File: config.mk
export PLATFORM = sky130hd
export DESIGN_NAME = spi_ctrl_rx
export DESIGN_NICKNAME = d
export VERILOG_FILES = /design/src/rtl/spi_ctrl_rx.sv
export SDC_FILE = /design/constraint.sdc
export NUM_CORES = 1
export LEC_CHECK = 0
export CAP_MARGIN = 25
export CORE_UTILIZATION = 25
export CTS_CLUSTER_SIZE = 20
export DETAILED_ROUTE_END_ITERATION = 10
export RECOVER_POWER = 25
export SLEW_MARGIN = 40
export SYNTH_ARGS = -nofsm -noshare
export SYNTH_HDL_FRONTEND = slang
export SYNTH_SLANG_ARGS = --single-unit
File: constraint.sdc
create_clock -name clk -period 1.77 [get_ports clk]
set_input_delay 0.177 -clock clk [delete_from_list [all_inputs] [get_ports clk]]
set_output_delay 0.177 -clock clk [all_outputs]
set_load 0.02 [all_outputs]
File: src/rtl/spi_ctrl_rx.sv
// spi_ctrl_rx: SPI-fed control register file with frame validation, soft reset address and error counting
module spi_ctrl_rx #(
    parameter int NREGS = 10,
    parameter logic [6:0] RSTADDR = 7'h0F
) (
    input  logic       clk,
    input  logic       reset_n,
    input  logic       spi_sck,
    input  logic       spi_mosi,
    input  logic       cs,
    input  logic [6:0] rd_addr,
    output logic [8:0] rd_data,
    output logic       word_valid,
    output logic [6:0] word_addr,
    output logic [8:0] word_data,
    output logic       frame_err,
    output logic [7:0] err_count,
    output logic       active
);
    localparam int NR = NREGS > 10 ? NREGS : 10;
    localparam int AW = $clog2(NR);
    typedef enum logic [1:0] {IDLE, SHIFT, COMMIT} state_t;
    state_t      state;
    logic [2:0]  sck_s;
    logic [2:0]  cs_s;
    logic [1:0]  mosi_s;
    logic [15:0] sr;
    logic [4:0]  cnt;
    logic [8:0]  regs [NR];
    logic        sck_rise;
    logic        cs_rise;
    logic        cs_fall;
    logic        in_range;
    logic        is_rst;
    logic        ok;

    function automatic logic [8:0] dflt(input int i);
        case (i)
            0, 1:    return 9'h097;
            2, 3:    return 9'h079;
            4, 7:    return 9'h00A;
            5:       return 9'h008;
            6:       return 9'h09F;
            default: return 9'h000;
        endcase
    endfunction

    assign sck_rise = sck_s[1] & ~sck_s[2];
    assign cs_rise  = cs_s[1] & ~cs_s[2];
    assign cs_fall  = ~cs_s[1] & cs_s[2];
    assign in_range = int'(sr[15:9]) < NREGS;
    assign is_rst   = sr[15:9] == RSTADDR;
    assign ok       = cnt == 5'd16 && (in_range || is_rst);
    assign active   = regs[9][0];

    // Two-flop synchronizers; the third sck/cs stage exists only for edge detection
    always_ff @(posedge clk or negedge reset_n) begin
        if (!reset_n) begin
            sck_s  <= 3'b000;
            cs_s   <= 3'b111;
            mosi_s <= 2'b00;
        end else begin
            sck_s  <= {sck_s[1:0], spi_sck};
            cs_s   <= {cs_s[1:0], cs};
            mosi_s <= {mosi_s[0], spi_mosi};
        end
    end

    // Frame FSM, register file, word/error reporting and registered read port
    always_ff @(posedge clk or negedge reset_n) begin
        if (!reset_n) begin
            state      <= IDLE;
            sr         <= '0;
            cnt        <= '0;
            word_valid <= 1'b0;
            frame_err  <= 1'b0;
            err_count  <= '0;
            word_addr  <= '0;
            word_data  <= '0;
            rd_data    <= '0;
            for (int i = 0; i < NR; i++) regs[i] <= dflt(i);
        end else begin
            word_valid <= 1'b0;
            frame_err  <= 1'b0;
            rd_data    <= int'(rd_addr) < NREGS ? regs[rd_addr[AW-1:0]] : 9'h000;
            case (state)
                IDLE: begin
                    if (cs_fall) begin
                        state <= SHIFT;
                        sr    <= '0;
                        cnt   <= '0;
                    end
                end
                SHIFT: begin
                    if (cs_rise) begin
                        state <= COMMIT;
                    end else if (sck_rise) begin
                        sr  <= {sr[14:0], mosi_s[1]};
                        cnt <= cnt == 5'd17 ? cnt : cnt + 5'd1;
                    end
                end
                default: begin
                    state <= IDLE;
                    if (ok) begin
                        word_valid <= 1'b1;
                        word_addr  <= sr[15:9];
                        word_data  <= sr[8:0];
                        if (is_rst)
                            for (int i = 0; i < NR; i++) regs[i] <= dflt(i);
                        else
                            regs[sr[9 +: AW]] <= sr[8:0];
                    end else begin
                        frame_err <= 1'b1;
                        err_count <= err_count == 8'hFF ? err_count : err_count + 8'd1;
                    end
                end
            endcase
        end
    end
endmodule
==> flow_metrics.tcl, run 1 <==
set metrics [dict create \
    violations "negative setup slack" \
    synthDistinctLibCells 63 \
    synth_area_um2 6829 \
    drc 0 \
    reg2reg_from "cnt[1]" \
    dieArea_um2 27980 \
    root_buffer "clkbuf_16" \
    leakagePower_uw 0.004049 \
    ios 48 \
    worst_r2r_endpoint "err_count[1]" \
    syn_avg_cell_area_um2 12.51 \
    path_cells "inv_2 -> ha_4 -> nor4b_4 -> buf_4 -> o211a_4 -> or3b_4 -> mux2_4" \
    syn_nets 562 \
    cts_tree "done" \
    worstPathRequired_ps 2080 \
    die_y_um 167.3 \
    grt_usage_pct 14.09 \
    cp-start-kind "flop" \
    grt_pass1_wl_mm 30.27 \
    drive_above_1_share_pct 36.60 \
    cp_slowest_stage_delay_ps 390 \
    p_per_area_nw_per_um2 864.3 \
    synthCells 546 \
    crit_path_top_delay_cell "or3b_4" \
    hpwl_mm 12.67 \
    setup_ws_ps -42.65 \
    post-place-cells 973 \
    power.total_uw 8179 \
    endpoint "err_count[1]" \
    drtAntennaViolNets 0 \
    r2r_cells 7 \
    worst_pin_slew_ps 1351 \
    vdd_drop_max_mv 0.5686 \
    fin_crit_sh_pct 102.4 \
    die_w_um 167.3 \
    ff_latch_area_um2 3948 \
    gp_congestion 0.8185 \
    clk_latency_ps 430 \
    grt_pass1_vias 5224 \
    multi_input_area_um2 3034 \
    row_count 60 \
    rrSetupSlack_ps -40 \
    ys.flop_type "dfrtp_1" \
    initialDrtViolationCount 278 \
    yosys_warnings 0 \
    vias 5139 \
    grt_overflow 0 \
    crit_fanout 5 \
    grt_max_degree 48 \
    fin_skew_ps 15.10 \
    antenna_found_initial 0 \
    antenna_cells 0 \
    finalCriticalPeriod_ps 1813 \
    finalHoldViolCount 0 \
    max_slew_margin_pct 9.917 \
    crit_start "cnt[1]" \
    post_drt_wl_per_cell_um 18.82 \
    synth_edf_count 0 \
    cts.clk_slew.worst_paths_ps 70 \
    hold_path_class "input pin to flop" \
    synth_top_area_share_pct 44.71 \
    drv_slew 0 \
    status "finished with violations" \
    setup_viol 14 \
    crit_type "flop to flop" \
    cap_violations 0 \
    numPortBuffers 47 \
    syn_to_final_growth_pct 38.57 \
    yosys.area.top_type "dfrtp_1" \
    firstDrtPassIters 5 \
    vias_per_cell 5.019 \
    instances_no_fill 1024 \
    final_common_cell "dfrtp_1" \
    routed_wl_mm 19.27 \
    ys_seq_area_share_pct 57.79 \
    clk_path_buf_depth 2 \
    n_fill_cell 2606 \
    tns_ps -246.6 \
    final_cell_mix "121 x dfrtp_1, 57 x buf_4, 49 x a22o_1" \
    fmax_mhz 551.7 \
    synth_area_leaders "dfrtp_1 45%, dfstp_2 13%, a22o_1 6.3%, mux4_2 5.9%, nand3_1 2.8%" \
    htree_levels 4 \
    cts_sinks 156 \
    cp_data_arrival_time_ps 2130 \
    synth-seq-cells 156 \
    cts_buffers 17 \
    rsz0062_at_grt "yes" \
    initial_core_util_pct 25.41 \
    core_area_um2 26880 \
    finalNetCount 686 \
    crit_path_end_kind "flop" \
    async_flop_share_pct 100.0 \
]
-- worst min path at each step --
stage,to,startpoint,depth (start not counted),slack (ps)
final,cs_s[0],cs,1,290
after global routing,cs_s[0],cs,1,270
after CTS,cs_s[0],cs,1,140
after detailed placement,err_count[4],reset_n,1,160
after global placement,err_count[4],reset_n,1,160
after floorplan,active,reset_n,0,-120
-- metal layers --
metal | part of all wire (%) | global-route usage (%)
met4 | 2.8 | 5.345
met2 | 47 | 21.59
met3 | 4.8 | 4.065
met1 | 46 | 18.80
met5 | 0 | 0
-- synthesized netlist by cell type (4+ instances only) --
library cell / count
dfrtp_1: 122
a22o_1: 49
nand2_1: 46
nand3_1: 38
dfstp_2: 34
clkbuf_1: 21
o21ai_0: 21
mux4_2: 18
a2bb2oi_1: 15
inv_1: 15
o22a_1: 13
mux2i_1: 12
nor2_1: 12
a22oi_1: 9
and2_1: 8
o22ai_1: 8
nor3_1: 7
xor2_1: 7
buf_2: 6
nand4_1: 6
buf_1: 5
nand2b_1: 5
a32o_1: 4
ha_1: 4
-- cell type report --
type,count,area share [%]
flip-flops and latches,156,41.72
multi-input cells,340,32.06
repair buffers,138,14.64
clock buffers,19,4.786
well taps,341,4.509
clock inverters,13,1.560
inverters,17,0.7272
-- worst max-delay path, delay by kind of cell, from the launching register on --
kind            cells  cell delay [ps]
mux                 1              310
simple gates        2              510
compound gates      1              170
buf+inv             2              210
fa+ha+maj           1              150
flops               1              360
-- logic make-up after synthesis --
group / synth area share [%]
AOI/OAI and AO/OA: 16.01
xor gates and xnor gates: 1.026
adders and majority gates: 0.7329
buffers and inverters: 3.408
DFF: 57.79
muxes: 8.245
and+or+nand+nor: 12.79
-- state kept, by name, summed over array words and instances, names as in the netlist --
| name | cells |
|---|---|
| cnt | 5 |
| word_valid | 1 |
| word_addr | 7 |
| rd_data | 9 |
| mosi_s | 2 |
| err_count | 8 |
| cs_s | 3 |
| word_data | 9 |
| active | 1 |
| frame_err | 1 |
| sr | 16 |
| sck_s | 3 |
| state | 2 |
| regs | 89 |
-- per-stage QoR --
step | utilization (%) | setup WS [ps] | hold WS (ps) | cell area [µm²]
floorplan | - | -20.09 | -118.6 | 6862
global placement | 30.79 | -98.79 | 159.3 | 8274
detailed placement | 30.79 | -137.4 | 156.8 | 8274
CTS | 33.84 | -50.90 | 136.3 | 9095
global route | 35.21 | -109.6 | 267.6 | 9463
finish | 35.21 | -42.65 | 286.7 | 9463
-- power breakdown --
group / total (µW) / internal [µW] / switching, µW
Sequential: 3790 / 3660 / 129
Combinational: 685 / 308 / 377
Clock: 3710 / 2080 / 1630
Total: 8180 / 6040 / 2140
-- what timing repair did --
action	in CTS	in global routing
endpoints found under the setup margin	96	102
hold buffers	1	0
gates cloned	2	4
pin swaps	5	25
hold endpoints to repair	26	0
buffers inserted	10	2
gates resized for setup	27	70
No activity file was read; power rests on OpenSTA's default activity.
==> run 2, diff against run 1 <==
--- a/config.mk
+++ b/config.mk
@@ -10,6 +10,7 @@
 export CTS_CLUSTER_SIZE = 20
 export DETAILED_ROUTE_END_ITERATION = 10
 export RECOVER_POWER = 25
+export SETUP_SLACK_MARGIN = 0.4
 export SLEW_MARGIN = 40
 export SYNTH_ARGS = -nofsm -noshare
 export SYNTH_HDL_FRONTEND = slang
==> run 2 against run 1 <==
- the flow still finishes with violations (negative setup slack)
- clock skew is 5.4 ps lower
- die area unchanged
- sequential power barely moved
- critical path type unchanged
- clock power is 3% lower
- core utilization up 2.6 points
==> flow_metrics.tcl, run 2 (synthesized netlist as in run 1, its figures left out) <==
set metrics [dict create \
    crit_start "cnt[1]" \
    firstDrtPassIters 4 \
    post_drt_wl_per_cell_um 19.60 \
    initial_core_util_pct 25.41 \
    clk_latency_ps 420 \
    clk_path_buf_depth 2 \
    top_regs "regs: 89 flops, sr: 16 flops" \
    hold_path_class "input pin to flop" \
    grt_overflow 0 \
    crit_fanout 5 \
    hpwl_mm 12.11 \
    antenna_cells 0 \
    final_cell_mix "118 x dfrtp_1, 49 x a22o_1, 49 x buf_4" \
    finalNetCount 706 \
    cts_tree "done" \
    vias_per_cell 4.972 \
    cts_sinks 156 \
    root_buffer "clkbuf_16" \
    largest_register_ffs 89 \
    worstPathRequired_ps 2130 \
    regMostFlops "regs" \
    crit_type "flop to flop" \
    initialDrtViolationCount 318 \
    die_w_um 167.3 \
    worst_r2r_endpoint "regs[53]" \
    drive_above_1_share_pct 49.50 \
    worst_pin_slew_ps 1206 \
    hold_slack_ps 292.4 \
    final_common_cell "dfrtp_1" \
    grt_pass1_vias 5353 \
    cp_common_cell "buf_6" \
    tns_ps -2696 \
    routed_wl_mm 20.46 \
    core_area_um2 26880 \
    path_cells "inv_2 -> ha_4 -> nor4b_4 -> buf_4 -> nand4_1 -> buf_6 -> nor3_4 -> buf_6 -> a22o_1" \
    drc 0 \
    cp-start-kind "flop" \
    cp_slowest_stage_delay_ps 390 \
    p_per_area_nw_per_um2 807.3 \
    vias 5191 \
    rsz0062_at_grt "yes" \
    antenna_found_initial 0 \
    cts.clk_slew.worst_paths_ps 70 \
    status "finished with violations" \
    finalCriticalPeriod_ps 1847 \
    vdd_drop_max_mv 0.6509 \
    r2r_cells 9 \
    syn_to_final_growth_pct 48.99 \
    fin_crit_sh_pct 104.3 \
    setup_ws_ps -76.57 \
    stdcell_area_um2 10170 \
    htree_levels 4 \
    finalHoldViolCount 0 \
    setup_viol 79 \
    ios 48 \
    endpoint "regs[53]" \
    post-place-cells 965 \
    fin_skew_ps 9.670 \
    dieArea_um2 27980 \
    fmax_mhz 541.5 \
    rrSetupSlack_ps -80 \
    grt_usage_pct 14.90 \
    grt_max_degree 68 \
    cap_violations 0 \
    crit_path_end_kind "flop" \
    instances_no_fill 1044 \
    max_slew_margin_pct 19.60 \
    gp_congestion 0.8361 \
    crit_path_top_delay_cell "dfrtp_1" \
    drtAntennaViolNets 0 \
    cp_data_arrival_time_ps 2200 \
    leakagePower_uw 0.004392 \
    die_y_um 167.3 \
    dpl_cell_area_um2 8237 \
    numPortBuffers 47 \
    row_count 60 \
    post-place-ws_ps -147.5 \
    cts_buffers 17 \
    violations "negative setup slack" \
    grt_pass1_wl_mm 31.80 \
    reg2reg_from "cnt[1]" \
    drv_slew 0 \
]
-- run 2: changes by cell type in the layout (fill, tap and decap cells not counted), sizes merged --
| cell | before | now |
|---|---|---|
| clkdlybuf4s50 | 41 | 6 |
| dlygate4sd2 | 0 | 19 |
| buf | 88 | 105 |
| clkbuf | 23 | 33 |
| clkdlybuf4s15 | 0 | 8 |
| clkinv | 4 | 7 |
| dlymetal6s2s | 1 | 0 |
| inv | 23 | 22 |
-- run 2: cell type report --
class / instances / area (µm²)
repair buffers: 157 / 1713
fillers: 2554 / 16700
clock buffers: 18 / 429.2
clock inverters: 14 / 153.9
repair inverters: 1 / 6.256
well taps: 341 / 426.7
multi-input cells: 340 / 3426
flip-flops and latches: 156 / 3951
inverters: 17 / 68.82
-- run 2: stage by stage --
stage                     power (µW)  utilization [%]
final                           8214            37.86
after global routing            8538            37.86
after CTS                       8237            36.24
after detailed placement        4525            30.65
after global placement          4524            30.65
after floorplan                 4167                -
-- run 2: how the worst min path moves through the flow --
stage	from	to	slack, ps	cells after the start
after global routing	cs	cs_s[0]	280	1
after floorplan	reset_n	active	-120	0
final	cs	cs_s[0]	290	1
after global placement	reset_n	mosi_s[0]	40	1
after CTS	cs	cs_s[0]	140	1
after detailed placement	reset_n	mosi_s[0]	40	1
-- run 2: critical path: cells and delay by family (launching register included) --
kind            cells  cell delay (ps)
compound gates      1              130
simple gates        3              520
buf+inv             4              620
fa+ha+maj           1              120
flops               1              390
-- run 2: metal layers --
metal	track usage [%]	share of wire (%)	wire, µm
met1	20.04	45	9158
met2	23.50	48	9844
met3	3.734	5.3	1090
met4	4.747	1.8	372
met5	0	0	0
-- run 2: repair_timing --
| item | CTS | global route |
|---|---|---|
| buffers inserted | 23 | 10 |
| hold buffers | 1 | 0 |
| gates resized for setup | 188 | 84 |
| endpoints found under the hold margin | 122 | 0 |
| endpoints found under the setup margin | 176 | 154 |
| pin swaps | 71 | 32 |
| cloned | 9 | 4 |
-- run 2: power by group --
group / switching (µW) / internal, µW / leakage, µW
Clock: 1600 / 1990 / 0.000279
Sequential: 146 / 3670 / 0.00202
Combinational: 423 / 386 / 0.00209
==> run 3, diff against run 2 <==
--- a/config.mk
+++ b/config.mk
@@ -7,7 +7,6 @@
 export LEC_CHECK = 0
 export CAP_MARGIN = 25
 export CORE_UTILIZATION = 25
-export CTS_CLUSTER_SIZE = 20
 export DETAILED_ROUTE_END_ITERATION = 10
 export RECOVER_POWER = 25
 export SETUP_SLACK_MARGIN = 0.4
==> results of run 3 <==
The final DEF is identical to that of run 2; final timing and power are the same.
